### src/rtl/psg_access_sched.sv
// Queued, paced access scheduler for two YM2203s and one SAA1099 on the internal bus.
// Strobe timing is set by phase counters; YM recovery timers block the queue head until they expire.

module psg_fifo #(
  parameter int W  = 12,
  parameter int AW = 2
) (
  input  logic         clk,
  input  logic         rst_n,
  input  logic         i_push,
  input  logic         i_pop,
  input  logic [W-1:0] i_dat,
  output logic [W-1:0] o_dat,
  output logic         o_empty,
  output logic         o_full
);
  logic [W-1:0] r_mem [2**AW];
  logic [AW:0]  r_wr_ptr;
  logic [AW:0]  r_rd_ptr;
  logic         w_do_push;
  logic         w_do_pop;

  assign o_empty   = (r_wr_ptr == r_rd_ptr);
  assign o_full    = (r_wr_ptr[AW] != r_rd_ptr[AW]) && (r_wr_ptr[AW-1:0] == r_rd_ptr[AW-1:0]);
  assign w_do_push = i_push && !o_full;
  assign w_do_pop  = i_pop && !o_empty;
  assign o_dat     = r_mem[r_rd_ptr[AW-1:0]];

  always_ff @(posedge clk or negedge rst_n) begin
    if (!rst_n) begin
      r_wr_ptr <= '0;
      r_rd_ptr <= '0;
    end else begin
      if (w_do_push) r_wr_ptr <= r_wr_ptr + 1'b1;
      if (w_do_pop)  r_rd_ptr <= r_rd_ptr + 1'b1;
    end
  end

  always_ff @(posedge clk) begin
    if (w_do_push) r_mem[r_wr_ptr[AW-1:0]] <= i_dat;
  end
endmodule

module psg_access_sched #(
  parameter int FIFO_AW     = 2,
  parameter int YM_PULSE    = 14,
  parameter int SAA_SETUP   = 3,
  parameter int SAA_PULSE   = 6,
  parameter int YM_ADDR_GAP = 40,
  parameter int YM_DATA_GAP = 1200
) (
  input  logic       clk,
  input  logic       rst_n,
  input  logic       req_valid,
  output logic       req_ready,
  input  logic       req_rd,
  input  logic [1:0] req_tgt,
  input  logic       req_a0,
  input  logic [7:0] req_data,
  output logic       rd_valid,
  output logic [7:0] rd_data,
  input  logic [7:0] d_in,
  output logic [7:0] d_out,
  output logic       d_oe,
  output logic       yma0,
  output logic       ymcs0_n,
  output logic       ymcs1_n,
  output logic       ymrd_n,
  output logic       ymwr_n,
  output logic       saaa0,
  output logic       saacs_n,
  output logic       saawr_n,
  output logic       busy
);
  localparam int CW = 8;
  localparam logic [11:0] ADDR_GAP = 12'(YM_ADDR_GAP);
  localparam logic [11:0] DATA_GAP = 12'(YM_DATA_GAP);

  typedef struct packed {
    logic       rd;
    logic [1:0] tgt;
    logic       a0;
    logic [7:0] data;
  } req_t;

  typedef struct packed {
    logic       yma0;
    logic       ymcs0_n;
    logic       ymcs1_n;
    logic       ymrd_n;
    logic       ymwr_n;
    logic       saaa0;
    logic       saacs_n;
    logic       saawr_n;
    logic       d_oe;
    logic [7:0] d_out;
  } pins_t;

  localparam pins_t PINS_IDLE = '{yma0: 1'b0, ymcs0_n: 1'b1, ymcs1_n: 1'b1, ymrd_n: 1'b1,
                                  ymwr_n: 1'b1, saaa0: 1'b0, saacs_n: 1'b1, saawr_n: 1'b1,
                                  d_oe: 1'b0, d_out: 8'h00};

  typedef enum logic [1:0] {S_IDLE, S_SETUP, S_PULSE, S_HOLD} state_t;

  state_t          r_state;
  state_t          w_state_nxt;
  logic [CW-1:0]   r_cnt;
  logic [CW-1:0]   w_cnt_nxt;
  logic [CW-1:0]   w_len;
  req_t            r_cur;
  req_t            w_cur_nxt;
  req_t            w_req;
  req_t            w_head;
  logic [11:0]     r_rec0;
  logic [11:0]     r_rec1;
  pins_t           r_pins;
  pins_t           w_pins;
  logic            r_rd_valid;
  logic [7:0]      r_rd_data;
  logic            w_empty;
  logic            w_full;
  logic            w_push;
  logic            w_pop;
  logic            w_head_ok;
  logic            w_cur_saa;
  logic            w_nxt_saa;
  logic            w_ym_wr_done;

  assign w_req  = {req_rd, req_tgt, req_a0, req_data};
  // Reserved target is swallowed here so it never occupies a slot
  assign w_push = req_valid && !w_full && (req_tgt != 2'd3);

  psg_fifo #(.W($bits(req_t)), .AW(FIFO_AW)) u_fifo (
    .clk    (clk),
    .rst_n  (rst_n),
    .i_push (w_push),
    .i_pop  (w_pop),
    .i_dat  (w_req),
    .o_dat  (w_head),
    .o_empty(w_empty),
    .o_full (w_full)
  );

  always_comb begin
    case (w_head.tgt)
      2'd0:    w_head_ok = (r_rec0 == '0);
      2'd1:    w_head_ok = (r_rec1 == '0);
      default: w_head_ok = 1'b1;
    endcase
  end

  assign w_pop     = (r_state == S_IDLE) && !w_empty && w_head_ok;
  assign w_cur_nxt = w_pop ? w_head : r_cur;
  assign w_cur_saa = (r_cur.tgt == 2'd2);
  assign w_nxt_saa = (w_cur_nxt.tgt == 2'd2);

  always_comb begin
    w_state_nxt = r_state;
    w_cnt_nxt   = r_cnt;
    w_len       = '0;
    case (r_state)
      S_SETUP: w_len = w_cur_saa ? CW'(SAA_SETUP - 1) : '0;
      S_PULSE: w_len = w_cur_saa ? CW'(SAA_PULSE - 1) : CW'(YM_PULSE - 1);
      default: w_len = '0;
    endcase
    case (r_state)
      S_IDLE: begin
        if (w_pop) begin
          w_state_nxt = S_SETUP;
          w_cnt_nxt   = '0;
        end
      end
      S_SETUP: begin
        if (r_cnt == w_len) begin
          w_state_nxt = S_PULSE;
          w_cnt_nxt   = '0;
        end else begin
          w_cnt_nxt = r_cnt + 1'b1;
        end
      end
      S_PULSE: begin
        if (r_cnt == w_len) begin
          w_state_nxt = S_HOLD;
          w_cnt_nxt   = '0;
        end else begin
          w_cnt_nxt = r_cnt + 1'b1;
        end
      end
      default: begin
        w_state_nxt = S_IDLE;
        w_cnt_nxt   = '0;
      end
    endcase
  end

  // Pins are decoded from the next state so the registered outputs line up with r_state
  always_comb begin
    w_pins = PINS_IDLE;
    if (w_state_nxt != S_IDLE) begin
      if (w_nxt_saa) w_pins.saaa0 = w_cur_nxt.a0;
      else           w_pins.yma0  = w_cur_nxt.a0;
      if (!w_cur_nxt.rd) begin
        w_pins.d_oe  = 1'b1;
        w_pins.d_out = w_cur_nxt.data;
      end
    end
    if (w_nxt_saa && !w_cur_nxt.rd) begin
      if (w_state_nxt == S_SETUP || w_state_nxt == S_PULSE) w_pins.saacs_n = 1'b0;
      if (w_state_nxt == S_PULSE) w_pins.saawr_n = 1'b0;
    end
    if (!w_nxt_saa && w_state_nxt == S_PULSE) begin
      w_pins.ymcs0_n = (w_cur_nxt.tgt != 2'd0);
      w_pins.ymcs1_n = (w_cur_nxt.tgt != 2'd1);
      w_pins.ymrd_n  = !w_cur_nxt.rd;
      w_pins.ymwr_n  = w_cur_nxt.rd;
    end
  end

  assign w_ym_wr_done = (r_state == S_HOLD) && !r_cur.rd;

  always_ff @(posedge clk or negedge rst_n) begin
    if (!rst_n) begin
      r_state    <= S_IDLE;
      r_cnt      <= '0;
      r_cur      <= '0;
      r_pins     <= PINS_IDLE;
      r_rd_valid <= 1'b0;
      r_rd_data  <= 8'h00;
      r_rec0     <= '0;
      r_rec1     <= '0;
    end else begin
      r_state    <= w_state_nxt;
      r_cnt      <= w_cnt_nxt;
      r_cur      <= w_cur_nxt;
      r_pins     <= w_pins;
      r_rd_valid <= (w_state_nxt == S_HOLD) && w_cur_nxt.rd;
      if (r_state == S_PULSE && w_state_nxt == S_HOLD && r_cur.rd)
        r_rd_data <= w_cur_saa ? 8'hFF : d_in;
      if (w_ym_wr_done && r_cur.tgt == 2'd0) r_rec0 <= r_cur.a0 ? DATA_GAP : ADDR_GAP;
      else if (r_rec0 != '0)                  r_rec0 <= r_rec0 - 1'b1;
      if (w_ym_wr_done && r_cur.tgt == 2'd1) r_rec1 <= r_cur.a0 ? DATA_GAP : ADDR_GAP;
      else if (r_rec1 != '0)                  r_rec1 <= r_rec1 - 1'b1;
    end
  end

  assign req_ready = !w_full;
  assign busy      = !w_empty || (r_state != S_IDLE);
  assign rd_valid  = r_rd_valid;
  assign rd_data   = r_rd_data;
  assign d_out     = r_pins.d_out;
  assign d_oe      = r_pins.d_oe;
  assign yma0      = r_pins.yma0;
  assign ymcs0_n   = r_pins.ymcs0_n;
  assign ymcs1_n   = r_pins.ymcs1_n;
  assign ymrd_n    = r_pins.ymrd_n;
  assign ymwr_n    = r_pins.ymwr_n;
  assign saaa0     = r_pins.saaa0;
  assign saacs_n   = r_pins.saacs_n;
  assign saawr_n   = r_pins.saawr_n;
endmodule

### config.mk
export PLATFORM = sky130hd
export DESIGN_NAME = psg_access_sched
export DESIGN_NICKNAME = d
export VERILOG_FILES = /design/src/rtl/psg_access_sched.sv
export SDC_FILE = /design/constraint.sdc
export NUM_CORES = 1
export LEC_CHECK = 0
export CAP_MARGIN = 10
export CORE_UTILIZATION = 60
export CTS_BUF_LIST = sky130_fd_sc_hd__clkbuf_8
export CTS_CLUSTER_DIAMETER = 100
export CTS_CLUSTER_SIZE = 24
export DETAILED_ROUTE_END_ITERATION = 16
export MAX_ROUTING_LAYER = met4
export PLACE_DENSITY = 0.83
export REMOVE_ABC_BUFFERS = 1
export SLEW_MARGIN = 20
export SYNTH_ARGS = -nofsm -noshare
export SYNTH_HDL_FRONTEND = slang
export SYNTH_SLANG_ARGS = --single-unit
### constraint.sdc
create_clock -name clk -period 7.2 [get_ports clk]
set_input_delay 1.44 -clock clk [delete_from_list [all_inputs] [get_ports clk]]
set_output_delay 1.44 -clock clk [all_outputs]
set_load 0.02 [all_outputs]
# --- Word level (Yosys, flattened, before mapping) ---
# Memories as Yosys holds them, arrays and structs flattened.
# Cells that the tools add are included.
word_totals:
  wordCells: 110
  mem_count: 1
  output_inout_bits: 28
  ramBits: 48
  in_bits: 23
  ff_bits: 78
op_classes:
  n_reduce_logical: 35
  addsub: 5
  n_eq_ne: 17
  mux: 30
memory_table:
  columns: ["name", "depth", "word_bits", "rd", "rd_clocked_by_memory_dff", "write_ports", "line", "rtl"]
  rows:
  - ["u_fifo.r_mem", 4, 12, 1, 0, 1, "17", "logic [W-1:0] r_mem [2**AW];"]
ops:
  columns: ["cell", "n"]
  rows:
  - ["$mux 12", 5]
  - ["$logic_not 12->1", 2]
  - ["$mux 8", 3]
  - ["$reduce_bool 12->1", 2]
  - ["$sub 12x1->12 const B", 2]
  - ["$mux 9", 2]
  - ["$pmux 8 s2", 1]
  - ["$logic_and 1x1->1", 15]
  - ["$eq 2x2->1 const B", 6]
  - ["$mux 11", 1]
  - ["$mux 2", 5]
  - ["$reduce_bool 2->1", 5]
  - ["$add 8x1->8 const B", 1]
  - ["$eq 2x1->1 const B", 4]
  - ["$eq 8x8->1", 1]
  - ["$mux 1", 8]
  - ["$mux 4", 2]
  - ["$pmux 4 s2", 1]
  - ["$add 3x1->3 const B", 2]
  - ["$logic_not 2->1", 3]
  - ["$pmux 2 s3", 1]
  - ["$logic_not 1->1", 5]
  - ["$ne 2x1->1 const B", 2]
  - ["$eq 3x3->1", 1]
  - ["6 further kinds", 7]

# --- Logic depth before layout (Yosys ltp) ---
# Gate-level depths: netlist of the first run.
depth:
  ltp_word: 10
  depth_mapped: 14
  ltp_nobuf: 12

# --- By module ---
# Synthesis of the first run repeated with hierarchy kept, for this count alone.
unflattened:
  cells_unflattened: 490
  hier_area_um2: 6070.8
by_module_without_submodules:
  columns: ["module", "seq_area_each_um2", "area_per_inst_um2", "instances", "cells_each"]
  rows:
  - ["psg_access_sched", 1809.2, 3838.7, 1, 378]
  - ["psg_fifo", 1591.5, 2232.1, 1, 112]

# --- Least setup slack after synthesis of the first run ---
# OpenSTA, ideal clock, no wires.
synth_timing:
  path_kind: "reg2reg"
  from: "register u_fifo.r_rd_ptr[0]"
  to: "register r_pins (netlist bit saawr_n)"
  period_less_slack_ps: 3198
  setup_time_ps: 94
  required_time_ps: 7106
  n_path_buf: 2
  arrival_time_ps: 3103
  setup_slack_ps: 4002
  stages_incl_launch_ff: 11
  path_cell_list: "dfrtp_1 > buf_6 > mux4_2 > and3_4 > o31ai_1 > buf_2 > nand2_1 > a221oi_1 > ha_1 > inv_1 > or4_1"
synth_lines:
  columns: ["item", "line", "rtl"]
  rows:
  - ["start, declared", "19", "logic [AW:0] r_rd_ptr;"]
  - ["start signal, assigned", "35", "if (w_do_pop) r_rd_ptr <= r_rd_ptr + 1'b1;"]
  - ["end signal, assigned", "235", "r_pins <= w_pins;"]
  - ["end, declared", "116", "pins_t r_pins;"]

# --- Worst setup path after layout of the first run ---
layout_timing:
  from: "register u_fifo.r_rd_ptr[0]"
  to: "output req_ready"
layout_between:
  elab_chain_cells: 3
layout_lines:
  columns: ["item", "line", "rtl"]
  rows:
  - ["$eq 2x2->1", "24", "assign o_full = (r_wr_ptr[AW] != r_rd_ptr[AW]) && (r_wr_ptr[AW-1:0] == r_rd_ptr[AW-1:0]);"]
  - ["$logic_and 1x1->1", "24", null]
  - ["$logic_not 1->1", "246", "assign req_ready = !w_full;"]
  - ["end, declared", "55", "output logic req_ready,"]
# No other way between the ends.

==> results of run 1 <==
==> flip-flops by register name, indices dropped and copies added (netlist names), 2 cells and up <==
register,cells
u_fifo.r_mem,48
r_rec0,12
r_cur,12
u_fifo.r_rd_ptr,3
r_cnt,8
d_out,8
r_rec1,12
r_state,2
u_fifo.r_wr_ptr,3
rd_data,8
==> power groups by stage <==
stage	Sequential, W	Clock [W]	Combinational (W)
after floorplan	0.00119	0	0.000722
after global placement	0.00117	0	0.00104
after detailed placement	0.00118	0	0.00110
after CTS	0.00117	0.000655	0.00111
after global routing	0.00120	0.000682	0.00122
final	0.00117	0.000642	0.00111
==> metrics by stage <==
step | power (W) | hold slack (ns)
after floorplan | 0.00191 | 0.462
after global placement | 0.00221 | 0.470
after detailed placement | 0.00228 | 0.476
after CTS | 0.00294 | 0.496
after global routing | 0.00310 | 0.510
final | 0.00292 | 0.486
==> cells by family (layout without fill, tap and decap cells) <==
kind of cell | Yosys count | count (layout)
adder cells (fa/ha/maj) | 19 | 19
buffers and inverters | 32 | 102
AO/OA/AOI/OAI | 68 | 68
flip-flops | 126 | 126
multiplexers | 23 | 23
AND/OR/NAND/NOR | 140 | 140
XOR/XNOR | 23 | 23
==> per-layer routing <==
layer / part of all wire [%] / up-vias
li1: - / 1687
met1: 42 / 1778
met2: 52 / 85
met3: 3.9 / 21
met4: 1.7 / 0
met5: 0 / -
==> worst max-delay path, stage by stage (launching register included) <==
cell and delay, ns:
dfrtp_1 0.91, xnor2_1 0.25, nand3b_1 0.18, clkdlybuf4s50_1 0.62
==> layout by cell type (no fill, tap or decap), types with 6 or more instances in the layout <==
master	instances
dfrtp_1	72
clkdlybuf4s50_1	49
edfxtp_1	48
nor2_1	36
nand2_1	30
o21ai_0	20
ha_1	19
inv_1	18
clkbuf_8	17
a21oi_1	13
mux4_2	12
xnor2_1	12
xor2_1	11
nand3_1	11
and3_1	11
and2_1	10
a22o_1	10
mux2_2	9
nor3_1	6
dfstp_2	6
==> worst min-delay path by stage <==
stage,from,endpoint,slack (ns),cells after the start
6_report,rd_data[2],rd_data[2],0.49,2
5_1_grt,u_fifo.r_rd_ptr[2],u_fifo.r_rd_ptr[2],0.51,1
3_5_place_dp,rd_data[2],rd_data[2],0.48,2
3_3_place_gp,rd_data[0],rd_data[0],0.47,2
2_1_floorplan,u_fifo.r_wr_ptr[2],u_fifo.r_wr_ptr[2],0.46,1
4_1_cts,rd_data[2],rd_data[2],0.50,2
==> area by class of cell <==
| cell class | count | area [sq um] | share of cell area (%) |
|---|---|---|---|
| inverters | 19 | 73.8 | 1.12 |
| flip-flops and latches | 126 | 3400 | 51.8 |
| repair buffers | 51 | 505 | 7.69 |
| clock buffers | 17 | 234 | 3.56 |
| clock inverters | 15 | 194 | 2.95 |
| well taps | 108 | 135 | 2.06 |
| multi-input cells | 273 | 2030 | 30.9 |
==> impl_metrics.toml, run 1 <==
[setup_path]
critPathCapture = "req_ready"
r2r_setup_slack_ns = 3.49
worst_setup_path_start_kind = "flop"
crit_type = "flop to primary output"
critical_path.max_fanout = 15
reg2reg_from = "u_fifo.r_rd_ptr[0]"
arrival_ns = 2.42
crit_start = "u_fifo.r_rd_ptr[0]"
worstRegToRegCells = 9
end_kind = "primary output"
crit_required_ns = 5.76
r2r-end = "rd_data[1]"

[synthesis]
syn_area_sq_um = 5560
synth_top_family_by_area = "simple AND/OR/NAND/NOR gates"
ys_seq_elements = 126
synth_top_cell_area_share_pct = 32.4
synth.area.top_cells = "dfrtp_1 (32%), edfxtp_1 (26%), mux4_2 (4.9%), ha_1 (4.3%), dfstp_2 (2.8%)"
async_flop_share_pct = 61.9
synth.most_common_cell = "dfrtp_1"
yosysWarnings = 0
synth_compound_area_share_pct = 8.35
synth_fa_ha_area_share_pct = 4.27
ys_types = 56
synth_xor_area_share_pct = 3.62
syn_inst = 431
yosys.area.top_type = "dfrtp_1"
ys_top_cells_by_count = "dfrtp_1 (72), edfxtp_1 (48), nor2_1 (36)"
synth_area_per_cell_sq_um = 12.9
seq_area_frac_synth_pct = 61.1
yosys.area_share.simple_pct = 13.0
ys.flop_type = "dfrtp_1"
synth_edf_count = 48
muxShareOfSynthArea_pct = 7.27

[job]
drv_cap = 0

[pwr]
swShare_pct = 38.8
pwr-share-comb_pct = 37.9
p_per_area_nw_per_um2 = 445
pwr-share-seq_pct = 40.1
irDropWorstVdd_uv = 265
internal-power_w = 0.00179
p_switching_w = 0.00114
p_clk_share_pct = 22.0
leakagePower_nw = 2.69

[timing]
clock_skew_ns = 0.0104
timing.setup.tns_ns = 0
clock.fmax_mhz = 259
rsz0062_at_grt = "false"
finalSetupViolCount = 0
period_minus_slack_ns = 3.86
tightest_slew_ns = 0.966
hold_violations = 0
fin_ws_ns = 3.34
finalMaxSlewViolations = 0
period_share_pct = 53.6
maxSlewHeadroom_pct = 35.6

[floorplan]
dieArea_sq_um = 9660
die_h_um = 98.3
pin_count = 51
rows = 34
start_util_pct = 62.9
design.core.area_sq_um = 8850
dieWidth_um = 98.3

[placement]
dpl.hpwl_um = 7110
gp_congestion = 0.884
place_inst = 577
placed_area_sq_um = 6140
place_ws_ns = 3.46
io_buffers = 50

[drt]
wl_per_cell_um = 17.8
routed_wl_um = 10800
avgViaCountPerCell = 5.86
vias = 3571
drtAntennaViolNets = 0
drt_pass1_iterations = 10
drcViolationCount = 3
drt_iter0_markers = 200

[clocking]
worst_skew_pair.late_latency_ns = 0.46
clk_path_buf_depth = 2
clk_root_buffer_cell = "clkbuf_8"
clock-sinks = 126
cts_tree = "built"
hold_buffers = 0
ctsResizeCount = 0
htreeDepth = 4
cts_made_buffers = 17
postCtsSetupRepairBufs = 0
clk_pin_slew_ns = 0.09

[global_route]
gr-total-overflow = 0
grt_max_degree = 79
gr-usage-met1_pct = 31.7
antenna_found_initial = 0
busiest_layer = "met2"
grtUsageMet2_pct = 40.7
first_global_vias = 3688
track_usage_pct = 25.7
grt_pass1_wl_um = 18000
grt_use_met3_pct = 7.23

[worst_hold_path]
min_path_type = "flop to flop"

[cells_and_area]
layout-drive-gt1-share_pct = 14.6
antennaDiodeCount = 0
area_growth_pct = 18.2
final_area_sq_um = 6570
nFillCells = 569
fin_util_pct = 74.3
instances_no_fill = 609
fin_nets = 530

[outcome]
outcome = "finished, violations left"
violations = "design-rule violations"
(Power assumes the default switching activity.)
==> run 2, diff against run 1 <==
--- a/config.mk
+++ b/config.mk
@@ -6,13 +6,13 @@
 export NUM_CORES = 1
 export LEC_CHECK = 0
 export CAP_MARGIN = 10
-export CORE_UTILIZATION = 60
+export CORE_UTILIZATION = 59
 export CTS_BUF_LIST = sky130_fd_sc_hd__clkbuf_8
 export CTS_CLUSTER_DIAMETER = 100
 export CTS_CLUSTER_SIZE = 24
 export DETAILED_ROUTE_END_ITERATION = 16
 export MAX_ROUTING_LAYER = met4
-export PLACE_DENSITY = 0.83
+export PLACE_DENSITY = 0.82
 export REMOVE_ABC_BUFFERS = 1
 export SLEW_MARGIN = 20
 export SYNTH_ARGS = -nofsm -noshare
==> constraint.sdc (replaced) <==
create_clock -name clk -period 3.8 [get_ports clk]
set_input_delay 0.76 -clock clk [delete_from_list [all_inputs] [get_ports clk]]
set_output_delay 0.76 -clock clk [all_outputs]
set_load 0.02 [all_outputs]
==> run 2 against run 1 <==
Against the previous run:
- the run now ends clean
- worst setup slack got worse by 2.8 ns
- power rose by 85%
- clock skew rose by 0.00096 ns
- combinational power rose by 90%
- final cell count rose by 0.82%
- first-iteration DRC count rose by 4.0%
- global-route usage fell by 1.4 points
- critical path type is now flop to flop
- largest power group unchanged
==> impl_metrics.toml, run 2 (same netlist as run 1, synthesis figures left out) <==
[timing]
hold_violations = 0
timing.setup.tns_ns = 0
clock_skew_ns = 0.0114
clock.fmax_mhz = 309
finalMaxSlewViolations = 0
finalSetupViolCount = 0
rsz0062_at_grt = "false"
maxSlewHeadroom_pct = 36.3
period_minus_slack_ns = 3.24
tightest_slew_ns = 0.955
period_share_pct = 85.3

[cells_and_area]
fin_nets = 532
layout_common_cells = "dfrtp_1 (72), clkdlybuf4s50_1 (49), edfxtp_1 (48)"
antennaDiodeCount = 0
largest_reg_flops = 48
mostFrequentLayoutCell = "dfrtp_1"
fin_util_pct = 71.2
area_growth_pct = 17.7
layout-drive-gt1-share_pct = 14.3
instances_no_fill = 614
nFillCells = 618

[global_route]
track_usage_pct = 24.3
antenna_found_initial = 0
grt_max_degree = 79
first_global_vias = 3568
gr-total-overflow = 0
grt_pass1_wl_um = 17200

[drt]
drt_pass1_iterations = 4
avgViaCountPerCell = 5.79
routed_wl_um = 10300
vias = 3557
drcViolationCount = 0
wl_per_cell_um = 16.8
drt_iter0_markers = 208
drtAntennaViolNets = 0

[setup_path]
worst_path_max_delay_cell = "mux4_2"
critical_path.max_fanout = 8
crit_family = "simple AND/OR/NAND/NOR gates"
crit_type = "flop to flop"
slowest_delay_ns = 0.59
crit_required_ns = 4.16
end_kind = "flop"
arrival_ns = 3.60
path_cells = "mux4_2 -> and3_4 -> o31ai_1 -> nand2_1 -> a221oi_1 -> ha_1 -> inv_1 -> or4_1"
critPathBufInv = 1
worst_setup_path_start_kind = "flop"

[clocking]
cts_made_buffers = 17
clk_path_buf_depth = 2
clk_root_buffer_cell = "clkbuf_8"
htreeDepth = 4
cts_tree = "built"
postCtsSetupRepairBufs = 0
clk_pin_slew_ns = 0.07
worst_skew_pair.late_latency_ns = 0.44
clock-sinks = 126

[worst_hold_path]
min_path_type = "input pin to async pin"

[floorplan]
pin_count = 51
die_h_um = 99.1
rows = 35
dieArea_sq_um = 9820
design.core.area_sq_um = 9200
start_util_pct = 60.5
dieWidth_um = 99.1

[pwr]
irDropWorstVdd_uv = 508
p_per_area_nw_per_um2 = 828
leakagePower_nw = 2.66

[outcome]
outcome = "finished clean"

[placement]
gp_congestion = 0.857
place_inst = 582
dpl.hpwl_um = 6940
io_buffers = 50

[job]
drv_cap = 0
## run 2: cell types whose count changed in the layout (fill, tap and decap cells not counted), sizes merged
cell / before / now
buf: 2 / 4
bufinv: 1 / 2
clkinv: 5 / 7
clkinvlp: 1 / 4
inv: 27 / 21
## run 2: where the power goes
part	internal, W	total (W)	leakage (nW)	switching [W]
clock network	0.000576	0.00111	0.179	0.000537
logic	0.000979	0.00211	1.10	0.00113
registers	0.00186	0.00220	1.38	0.000339
## run 2: repair_timing
item,CTS,global route
resized for setup,0,1
endpoints found under the setup margin,0,1
hold buffers,0,0
## run 2: path summary, 6_finish.rpt
| path | start | to | slack (ns) | depth (start not counted) |
|---|---|---|---|---|
| min | rst_n | r_rec1[3] | 0.47 | 1 |
| min in group clk | rd_data[2] | rd_data[2] | 0.49 | 2 |
| max reg2reg | u_fifo.r_rd_ptr[0] | saawr_n | 0.56 | 8 |
| max in group asynchronous | rst_n | r_cnt[1] | 2.71 | 1 |
| max | u_fifo.r_rd_ptr[0] | saawr_n | 0.56 | 8 |
| min reg2reg | rd_data[2] | rd_data[2] | 0.49 | 2 |
## run 2: final cells by class
class                   count  area, sq um  share of cell area, %
flip-flops and latches    126         3400                   51.9
multi-input cells         273         2030                   31.1
repair buffers             53          520                   7.95
clock buffers              17          234                   3.57
clock inverters            15          145                   2.22
well taps                 111          139                   2.12
inverters                  19         73.8                   1.13
## run 2: layer usage
metal  vias to the layer above  global-route usage (%)  wire, um
met3                        14                    5.48       422
met2                        91                    38.2      5130
li1                       1686                       -         -
met1                      1766                    30.7      4610
met4                         0                    10.5       164
met5                         -                       -         0
## run 2: per-stage QoR
stage          instance area [sq um]  setup slack, ns  hold WS [ns]  power [W]
2_1_floorplan                   5500           -0.162         0.462    0.00362
3_3_place_gp                    6160            0.613         0.468    0.00422
3_5_place_dp                    6160            0.459         0.476    0.00431
4_1_cts                         6540            0.355         0.490    0.00544
5_1_grt                         6550            0.196         0.510    0.00576
6_report                        6550            0.560         0.474    0.00542
## run 2: worst reg2reg max path, stage by stage, from the launching register on
cell and delay (ns):
dfrtp_1 0.58, mux4_2 0.59, and3_4 0.21, o31ai_1 0.30, nand2_1 0.14, a221oi_1 0.45
ha_1 0.30, inv_1 0.06, or4_1 0.52
==> run 3, diff against run 2 <==
--- a/config.mk
+++ b/config.mk
@@ -11,6 +11,7 @@
 export CTS_CLUSTER_DIAMETER = 100
 export CTS_CLUSTER_SIZE = 24
 export DETAILED_ROUTE_END_ITERATION = 16
+export GPL_ROUTABILITY_DRIVEN = 0
 export MAX_ROUTING_LAYER = met4
 export PLACE_DENSITY = 0.82
 export REMOVE_ABC_BUFFERS = 1
==> results of run 3 <==
Final layout, timing and power as in run 2 (identical DEF).
==> RTL change: new RTL, config.mk and constraints of run 1 <==
Change the localparam `CW` from 8 to 10.
--- a/src/rtl/psg_access_sched.sv
+++ b/src/rtl/psg_access_sched.sv
@@ -72,7 +72,7 @@
   output logic       saawr_n,
   output logic       busy
 );
-  localparam int CW = 8;
+  localparam int CW = 10;
   localparam logic [11:0] ADDR_GAP = 12'(YM_ADDR_GAP);
   localparam logic [11:0] DATA_GAP = 12'(YM_DATA_GAP);
 
Behaviour: no difference found for any inputs over 10 cycles, from zero or initial values and one cycle with rst_n low; that may be too few to reach the edited logic, so the function may still have changed.
==> RTL change against run 1 <==
Maximum frequency down 6.3%. Design area increased by 4.3%. Area after synthesis increased by 5.2%. Routed wire length decreased by 4.2%. Synthesized cell count up 5.8%. Sequential cell count grew 2. Via count is 2.8% higher. Setup slack worse by 0.26 ns. Power increased by 1.7%.
==> RTL change: results (changes against run 1) <==
status = finished, final reports clean (was finished with violations)
post-placement cell count = 621 (was 577)
leakage = 2.73 nW (was 2.69 nW)
post-DR wirelength/cell = 15.9 µm (was 17.8 µm)
DP Area = 6430 µm² (was 6140 µm²)
crit path to = busy (was req_ready)
critical path arrival = 2.68 ns (was 2.42 ns)
largest net degree at the start of global routing = 81 (was 79)
Power Density = 434 nW/µm² (was 445 nW/µm²)
first-pass GRT wire length = 17900 µm (was 18000 µm)
Nets = 552 (was 530)
Place WS = 3.53 ns (was 3.46 ns)
clock network area share = 5.79% (was 6.51%)
synthesized area per cell = 12.8 µm² (was 12.9 µm²)
Clk Latency, worst-skew pair = 0.43 ns (was 0.46 ns)
non-clock buffer share of cell area = 7.67% (was 7.69%)
GR Layer Usage met3 = 5.13% (was 7.23%)
non-filler cells, final = 654 (was 609)
Overall Global Routing Usage = 24.1% (was 25.7%)
GRT met2 Usage = 37.4% (was 40.7%)
Multi-input gate area = 2230 µm² (was 2030 µm²)
Max-slew headroom = 38.7% (was 35.6%)
Multi-input comb cells = 290 (was 273)
complex-gate fraction of the synthesized area = 6.87% (was 8.35%)
clk_skew = 0.0143 ns (was 0.0104 ns)
flop and latch count out of synthesis = 128 (was 126)
top post-synthesis cells by count = 74 x dfrtp_1, 48 x edfxtp_1, 41 x nor2_1 (was 72 x dfrtp_1, 48 x edfxtp_1, 36 x nor2_1)
vias per inst = 5.61 (was 5.86)
Layout fillers = 617 (was 569)
Non-CTS inverters = 24 (was 19)
layout cells sized above 1 = 14.9% (was 14.6%)
unique cell type count in the Yosys netlist = 62 (was 56)
==> RTL change: changes by cell type in the layout (fill, tap and decap cells not counted), moves of 4 or more <==
cell      change
a21boi_0      +4
a22o_1        -9
and2_1        -5
and3_1        -7
inv_1         +5
mux2i_1      +10
nand2_1       +8
nor2_1        +5
nor3_1        +4
nor3b_1       +8
o21ai_0      -10
==> RTL change: cell families after synthesis <==
kind of cell / after synthesis
fa+ha+maj: 17
buf+inv: 38
flops: 128
simple gates: 159
compound gates: 57
xor+xnor: 25
mux: 32
==> RTL change: power by group through the flow <==
stage | Clock, mW | Sequential (mW) | Combinational [mW]
final | 0.599 | 1.20 | 1.18
after global routing | 0.648 | 1.23 | 1.30
after CTS | 0.613 | 1.20 | 1.18
after detailed placement | 0 | 1.21 | 1.17
after global placement | 0 | 1.20 | 1.13
after floorplan | 0 | 1.22 | 0.789
